`config.mk`:
```
export PLATFORM = sky130hd
export DESIGN_NAME = axi_read_arbiter
export DESIGN_NICKNAME = d
export VERILOG_FILES = /design/src/rtl/axi_read_arbiter.sv
export SDC_FILE = /design/constraint.sdc
export NUM_CORES = 1
export LEC_CHECK = 0
export ABC_AREA = 1
export CAP_MARGIN = 5
export CORE_AREA = 2 2 170 172
export CTS_CLUSTER_DIAMETER = 150
export DETAILED_ROUTE_END_ITERATION = 8
export DIE_AREA = 0 0 172 174
export GPL_ROUTABILITY_DRIVEN = 0
export MAX_ROUTING_LAYER = met4
export PLACE_DENSITY = 0.58
export SYNTH_ARGS = -nofsm -noshare
export SYNTH_HDL_FRONTEND = slang
export SYNTH_SLANG_ARGS = --single-unit
```
`constraint.sdc`:
```
create_clock -name clk -period 1.29 [get_ports clk]
set_input_delay 0.1935 -clock clk [delete_from_list [all_inputs] [get_ports clk]]
set_output_delay 0.1935 -clock clk [all_outputs]
set_load 0.1 [all_outputs]
```
`src/rtl/axi_read_arbiter.sv`:
```
// ============================================================================
// axi_read_arbiter : shares one AXI read channel between I-cache and D-cache
// Revision 1.0
// ============================================================================
`default_nettype none

module axi_read_arbiter #(
  parameter int ADDR_WIDTH = 64,
  parameter int DATA_WIDTH = 64
) (
  input  logic                  clk,
  input  logic                  reset,
  input  logic                  snoop_stall,

  input  logic                  i_arvalid,
  input  logic [ADDR_WIDTH-1:0] i_araddr,
  input  logic [7:0]            i_arlen,
  input  logic [2:0]            i_arsize,
  input  logic [1:0]            i_arburst,
  output logic                  i_arready,
  output logic                  i_rvalid,
  output logic [DATA_WIDTH-1:0] i_rdata,
  output logic                  i_rlast,
  input  logic                  i_rready,

  input  logic                  d_arvalid,
  input  logic [ADDR_WIDTH-1:0] d_araddr,
  input  logic [7:0]            d_arlen,
  input  logic [2:0]            d_arsize,
  input  logic [1:0]            d_arburst,
  output logic                  d_arready,
  output logic                  d_rvalid,
  output logic [DATA_WIDTH-1:0] d_rdata,
  output logic                  d_rlast,
  input  logic                  d_rready,

  output logic                  m_axi_arvalid,
  output logic [ADDR_WIDTH-1:0] m_axi_araddr,
  output logic [7:0]            m_axi_arlen,
  output logic [2:0]            m_axi_arsize,
  output logic [1:0]            m_axi_arburst,
  input  logic                  m_axi_arready,
  input  logic                  m_axi_rvalid,
  input  logic [DATA_WIDTH-1:0] m_axi_rdata,
  input  logic                  m_axi_rlast,
  output logic                  m_axi_rready,

  output logic                  icache_reading,
  output logic                  dcache_reading,
  output logic                  rlast_err
);

  typedef enum logic [1:0] {
    IDLE = 2'd0,
    ADDR = 2'd1,
    DATA = 2'd2
  } state_t;

  state_t     state;
  logic       owner_d;
  logic       last_grant_d;
  logic [7:0] len_q;
  logic [7:0] beat_cnt;
  logic       err_seen;
  logic       rlast_err_q;

  logic                  own_arvalid;
  logic [ADDR_WIDTH-1:0] own_araddr;
  logic [7:0]            own_arlen;
  logic [2:0]            own_arsize;
  logic [1:0]            own_arburst;
  logic                  own_rready;
  logic                  want_d;
  logic                  beat;
  logic                  len_bad;
  logic                  active;
  logic                  in_addr;
  logic                  in_data;

  assign own_arvalid = owner_d ? d_arvalid : i_arvalid;
  assign own_araddr  = owner_d ? d_araddr  : i_araddr;
  assign own_arlen   = owner_d ? d_arlen   : i_arlen;
  assign own_arsize  = owner_d ? d_arsize  : i_arsize;
  assign own_arburst = owner_d ? d_arburst : i_arburst;
  assign own_rready  = owner_d ? d_rready  : i_rready;

  // On a tie the requester that did not win last time is granted.
  assign want_d  = d_arvalid & (~i_arvalid | ~last_grant_d);
  assign beat    = (state == DATA) & m_axi_rvalid & own_rready;
  assign len_bad = m_axi_rlast ? (beat_cnt != len_q) : (beat_cnt == len_q);

  always_ff @(posedge clk) begin
    if (reset) begin
      state        <= IDLE;
      owner_d      <= 1'b0;
      last_grant_d <= 1'b0;
      len_q        <= 8'd0;
      beat_cnt     <= 8'd0;
      err_seen     <= 1'b0;
      rlast_err_q  <= 1'b0;
    end else begin
      rlast_err_q <= 1'b0;
      case (state)
        IDLE: begin
          if (!snoop_stall && (i_arvalid || d_arvalid)) begin
            owner_d <= want_d;
            state   <= ADDR;
          end
        end
        ADDR: begin
          if (!own_arvalid) begin
            state <= IDLE;
          end else if (m_axi_arready) begin
            len_q    <= own_arlen;
            beat_cnt <= 8'd0;
            err_seen <= 1'b0;
            state    <= DATA;
          end
        end
        DATA: begin
          if (beat) begin
            if (beat_cnt != 8'hFF)
              beat_cnt <= beat_cnt + 8'd1;
            // Report only the first length violation of a burst.
            if (len_bad && !err_seen) begin
              rlast_err_q <= 1'b1;
              err_seen    <= 1'b1;
            end
            if (m_axi_rlast) begin
              state        <= IDLE;
              last_grant_d <= owner_d;
            end
          end
        end
        default: state <= IDLE;
      endcase
    end
  end

  // Everything is forced low while reset is held so nothing leaks mid-burst.
  assign active  = ~reset;
  assign in_addr = active & (state == ADDR);
  assign in_data = active & (state == DATA);

  always_comb begin
    m_axi_arvalid  = 1'b0;
    m_axi_araddr   = '0;
    m_axi_arlen    = 8'd0;
    m_axi_arsize   = 3'd0;
    m_axi_arburst  = 2'd0;
    m_axi_rready   = 1'b0;
    i_arready      = 1'b0;
    d_arready      = 1'b0;
    i_rvalid       = 1'b0;
    i_rdata        = '0;
    i_rlast        = 1'b0;
    d_rvalid       = 1'b0;
    d_rdata        = '0;
    d_rlast        = 1'b0;
    if (in_addr) begin
      m_axi_arvalid = own_arvalid;
      m_axi_araddr  = own_araddr;
      m_axi_arlen   = own_arlen;
      m_axi_arsize  = own_arsize;
      m_axi_arburst = own_arburst;
      i_arready     = ~owner_d & m_axi_arready;
      d_arready     =  owner_d & m_axi_arready;
    end
    if (in_data) begin
      m_axi_rready = own_rready;
      if (owner_d) begin
        d_rvalid = m_axi_rvalid;
        d_rdata  = m_axi_rdata;
        d_rlast  = m_axi_rlast;
      end else begin
        i_rvalid = m_axi_rvalid;
        i_rdata  = m_axi_rdata;
        i_rlast  = m_axi_rlast;
      end
    end
  end

  assign icache_reading = active & (state != IDLE) & ~owner_d;
  assign dcache_reading = active & (state != IDLE) &  owner_d;
  assign rlast_err      = active & rlast_err_q;

endmodule

`default_nettype wire

```
==> results of run 1 <==
-- synth_stat cells --
library cell and n:
sky130_fd_sc_hd__inv_4 1, sky130_fd_sc_hd__xor2_1 4, sky130_fd_sc_hd__nand4_1 3, sky130_fd_sc_hd__and2_1 1, sky130_fd_sc_hd__nand2_1 194, sky130_fd_sc_hd__nand2_2 3
sky130_fd_sc_hd__nand3_2 1, sky130_fd_sc_hd__inv_1 87, sky130_fd_sc_hd__nor3_1 7, sky130_fd_sc_hd__clkbuf_1 14, sky130_fd_sc_hd__mux2i_1 8, sky130_fd_sc_hd__nor2_2 90
sky130_fd_sc_hd__o21ai_2 1, sky130_fd_sc_hd__buf_2 11, sky130_fd_sc_hd__nor2_4 1, sky130_fd_sc_hd__a22oi_1 1, sky130_fd_sc_hd__or2_0 4, sky130_fd_sc_hd__nand3_4 1
sky130_fd_sc_hd__buf_4 3, sky130_fd_sc_hd__nor2_1 61, sky130_fd_sc_hd__a21oi_1 89, sky130_fd_sc_hd__o21ai_0 1, sky130_fd_sc_hd__buf_6 14, sky130_fd_sc_hd__inv_2 5
sky130_fd_sc_hd__xnor2_1 4, sky130_fd_sc_hd__nor2_8 1, sky130_fd_sc_hd__dfxtp_1 22, sky130_fd_sc_hd__nand3_1 11, sky130_fd_sc_hd__ha_1 1, sky130_fd_sc_hd__nand2_4 1
sky130_fd_sc_hd__o21ai_1 5, sky130_fd_sc_hd__buf_1 1
-- sequential cells by signal, summed over array words and instances, names as in the netlist --
register      cells
state             2
len_q             8
rlast_err_q       1
err_seen          1
beat_cnt          8
owner_d           1
last_grant_d      1
-- critical path: cells and delay by family, from the launching register on --
| family | cells | cell delay (ns) |
|---|---|---|
| and+or+nand+nor | 4 | 0.56 |
| buffers and inverters | 4 | 0.49 |
| DFF | 1 | 0.34 |
-- metrics by stage --
stage | utilization | TNS [ns] | hold slack [ns]
2_1_floorplan | - | -122.60 | 0.358
3_3_place_gp | 0.446 | -124.46 | 0.450
3_5_place_dp | 0.446 | -123.98 | 0.459
4_1_cts | 0.500 | -118.92 | 0.468
5_1_grt | 0.522 | -129.46 | 0.485
6_report | 0.522 | -115.61 | 0.472
-- area by class of cell --
type	instances	area share
multi-input combinational	494	0.326
inverter	93	0.0264
sequential	22	0.0306
antenna	2	0.000340
clock buffer	4	0.00679
tap	384	0.0326
timing repair buffer	584	0.577
-- worst paths after layout --
path / slack, ns / from / cells past startpoint / endpoint
max: -0.61 / state[1]$_SDFFE_PP0P_ / 8 / d_rdata[54]
min: 0.47 / err_seen$_SDFFE_PP0P_ / 2 / err_seen$_SDFFE_PP0P_
max reg2reg: -0.40 / owner_d$_SDFFE_PP0P_ / 9 / beat_cnt[6]$_SDFFE_PP0P_
min reg2reg: 0.47 / err_seen$_SDFFE_PP0P_ / 2 / err_seen$_SDFFE_PP0P_
-- metal layers --
metal / up-vias / global-route usage / routed length, µm
met1: 2934 / 0.185 / 9570
li1: 3074 / - / -
met2: 325 / 0.339 / 15600
met3: 50 / 0.0266 / 2010
met4: 0 / 0.0525 / 937
met5: - / - / 0
-- kinds of logic after synthesis --
logic type,after synthesis,share of synthesized area
buffers and inverters,136,0.184
AND/OR/NAND/NOR,379,0.502
multiplexers,8,0.0230
XOR/XNOR,8,0.0201
adder cells (fa/ha/maj),1,0.00359
flip-flops,22,0.126
AO/OA/AOI/OAI,97,0.141
-- timing repair --
action / in CTS / in global routing
resized for setup: 192 / 163
setup buffers: 26 / 19
gates cloned: 16 / 3
hold buffers: 0 / 0
pin swaps: 61 / 77
endpoints found under the setup margin: 237 / 236
-- where the power goes --
part / internal [mW] / switching [mW] / total (mW)
sequential: 0.697 / 0.0210 / 0.718
clock: 0.539 / 0.264 / 0.803
combinational: 1.91 / 2.22 / 4.13
total: 3.15 / 2.51 / 5.65
==> summary.md, run 1 <==
The flow ran to the end, but the final reports show violations. The final reports fail on setup timing. The worst max-slew margin expressed relative to the limit was 0.820; the non-filler instance count after layout was 1583.

The run gives 0 as the remaining antenna violation count after routing. The worst-case IR drop observed on VDD is 0.345 mV. The element type at the critical path start is a flip-flop. The placed wire-length estimate was 21500 µm. The areal power density over the cells was 384 nW/µm². The global routing usage summed across all routing layers is 0.178, and the insertion delay of the later-clocked pin in the worst-skew pair is 0.26 ns. The summed area of non-filler cells in the final layout is 14700 µm², and the number of buffers added by the clock tree synthesis step is 3. Share of post-route cells with drive strength above 1: 0.623. The logs give 39400 µm for the first-pass GRT wire length and 2 for the initial antenna violation count. Instance count after placement with tap cells included: 1524.

The average wire length per cell after detail routing was 17.7 µm; the synthesized instance count was 651. The floorplan has 62 rows. Area growth from synthesis to layout: 323%.

The setup path with the least slack is of type reg -> out. Fill cells in the final layout number 2399. Dividing the detail-routed via count by the number of cells gives 4.03. At the worst endpoint, the arrival time is 1.71 ns.

The run gives 3490 µm² as the cell area after synthesis. TritonCTS built the clock tree. The setup clock skew after layout was 0.00465 ns. Synthesized netlist net count: 880. Of all nets on the critical path, the largest fanout is 20. During synthesis, Yosys emitted a total of 0 warnings. The number of DRC markers in iteration 0 is 153. In the layout the commonest cells are 249 x sky130_fd_sc_hd__buf_12, 226 x sky130_fd_sc_hd__clkdlybuf4s50_1, 143 x sky130_fd_sc_hd__nor2_4. Of all cell types, the one taking the most synthesized area is sky130_fd_sc_hd__nand2_1. The die outline width came out at 172 µm.

Across the run, the number of max-cap violations was 0. The final hold violation count was 0. The number of global-route vias before repair is 6824. Walking the worst path, the cells encountered are inv_2 -> nor2_4 -> inv_4 -> nor2_8 -> nand2_8 -> buf_12 -> nor2_4 -> buf_12. The share of the clock period used by the worst path after layout came out at 1.47. The area share of the largest cell type after synthesis was 0.209.

The count of buffers added on input and output ports is 443. The number of register bits inferred by synthesis is 22, and the effective utilization at floorplan is 0.123. Entering global routing, the biggest net connects 21 pins. Clock-pin slew was measured on the worst setup and hold paths at 0.06 ns.

The area used by sequential logic in the layout is 450 µm². The die extent in y is 174 µm, and the via count is 6383. For the smallest setup slack after layout, the log shows -0.609 ns.

The final total power was 5.65 mW. For the max-slew violation count, the log shows 0. The tools report the number of nets at the end of the flow as 1427. The tree is rooted in a sky130_fd_sc_hd__clkbuf_16. The largest individual stage delay along the critical path comes from the cell sky130_fd_sc_hd__dfxtp_2. The post-synthesis cell type count is 32.

After synthesis, the cell types taking the most area are sky130_fd_sc_hd__nand2_1 21%, sky130_fd_sc_hd__nor2_2 16%, sky130_fd_sc_hd__a21oi_1 13%. The number of placed I/O pins is 444. The longest clock path from root to sink contains 2 buffers.

The analysis attributes to cell leakage a power of 5.70 nW. The share of synthesized area occupied by flip-flops and latches is 0.126, and the area of the multi-input gates is 4810 µm². Each instance of the synthesized netlist takes up on average 5.36 µm². In this run the cell area measured after placement is 12600 µm².

For the pin with the worst max-slew slack, the measured transition is 0.270 ns. In this design, the stage delay of the slowest critical-path cell is 0.34 ns. Setup repair after global routing could not meet its margin everywhere. The most frequent standard cell in the layout excluding fill and tap cells was sky130_fd_sc_hd__buf_12. The deepest level of the CTS H-tree was 1; the number of sinks driven by the clock tree was 22.

The floorplan die area was 29900 µm²; the number of search-and-repair iterations in the first detailed-routing pass was 4. The area of the core is 28200 µm². The final layout contains routed wiring with a total length of 28100 µm. After layout, the minimum clock period comes to 1.90 ns.

The final setup violation count came out at 236. Classification of the worst-slack hold path: reg -> reg. Derived from the worst setup path, the maximum achievable clock frequency is 526 MHz. Placement-stage worst setup slack: -0.724 ns.

The endpoint class of the critical path was a primary output. For this run, design rule violations remaining after detail routing come to 0. Global routing finished with a remaining overflow of 0.

Data on the critical path is required at its endpoint by 1.10 ns.
Note: power is estimated with default switching activity, not from simulation.
==> run 2: changes to the inputs <==
CTS_CLUSTER_DIAMETER = 200   (was 150)
==> results of run 2 <==
Same layout as run 1: the final DEF is identical, and so are final timing and power.
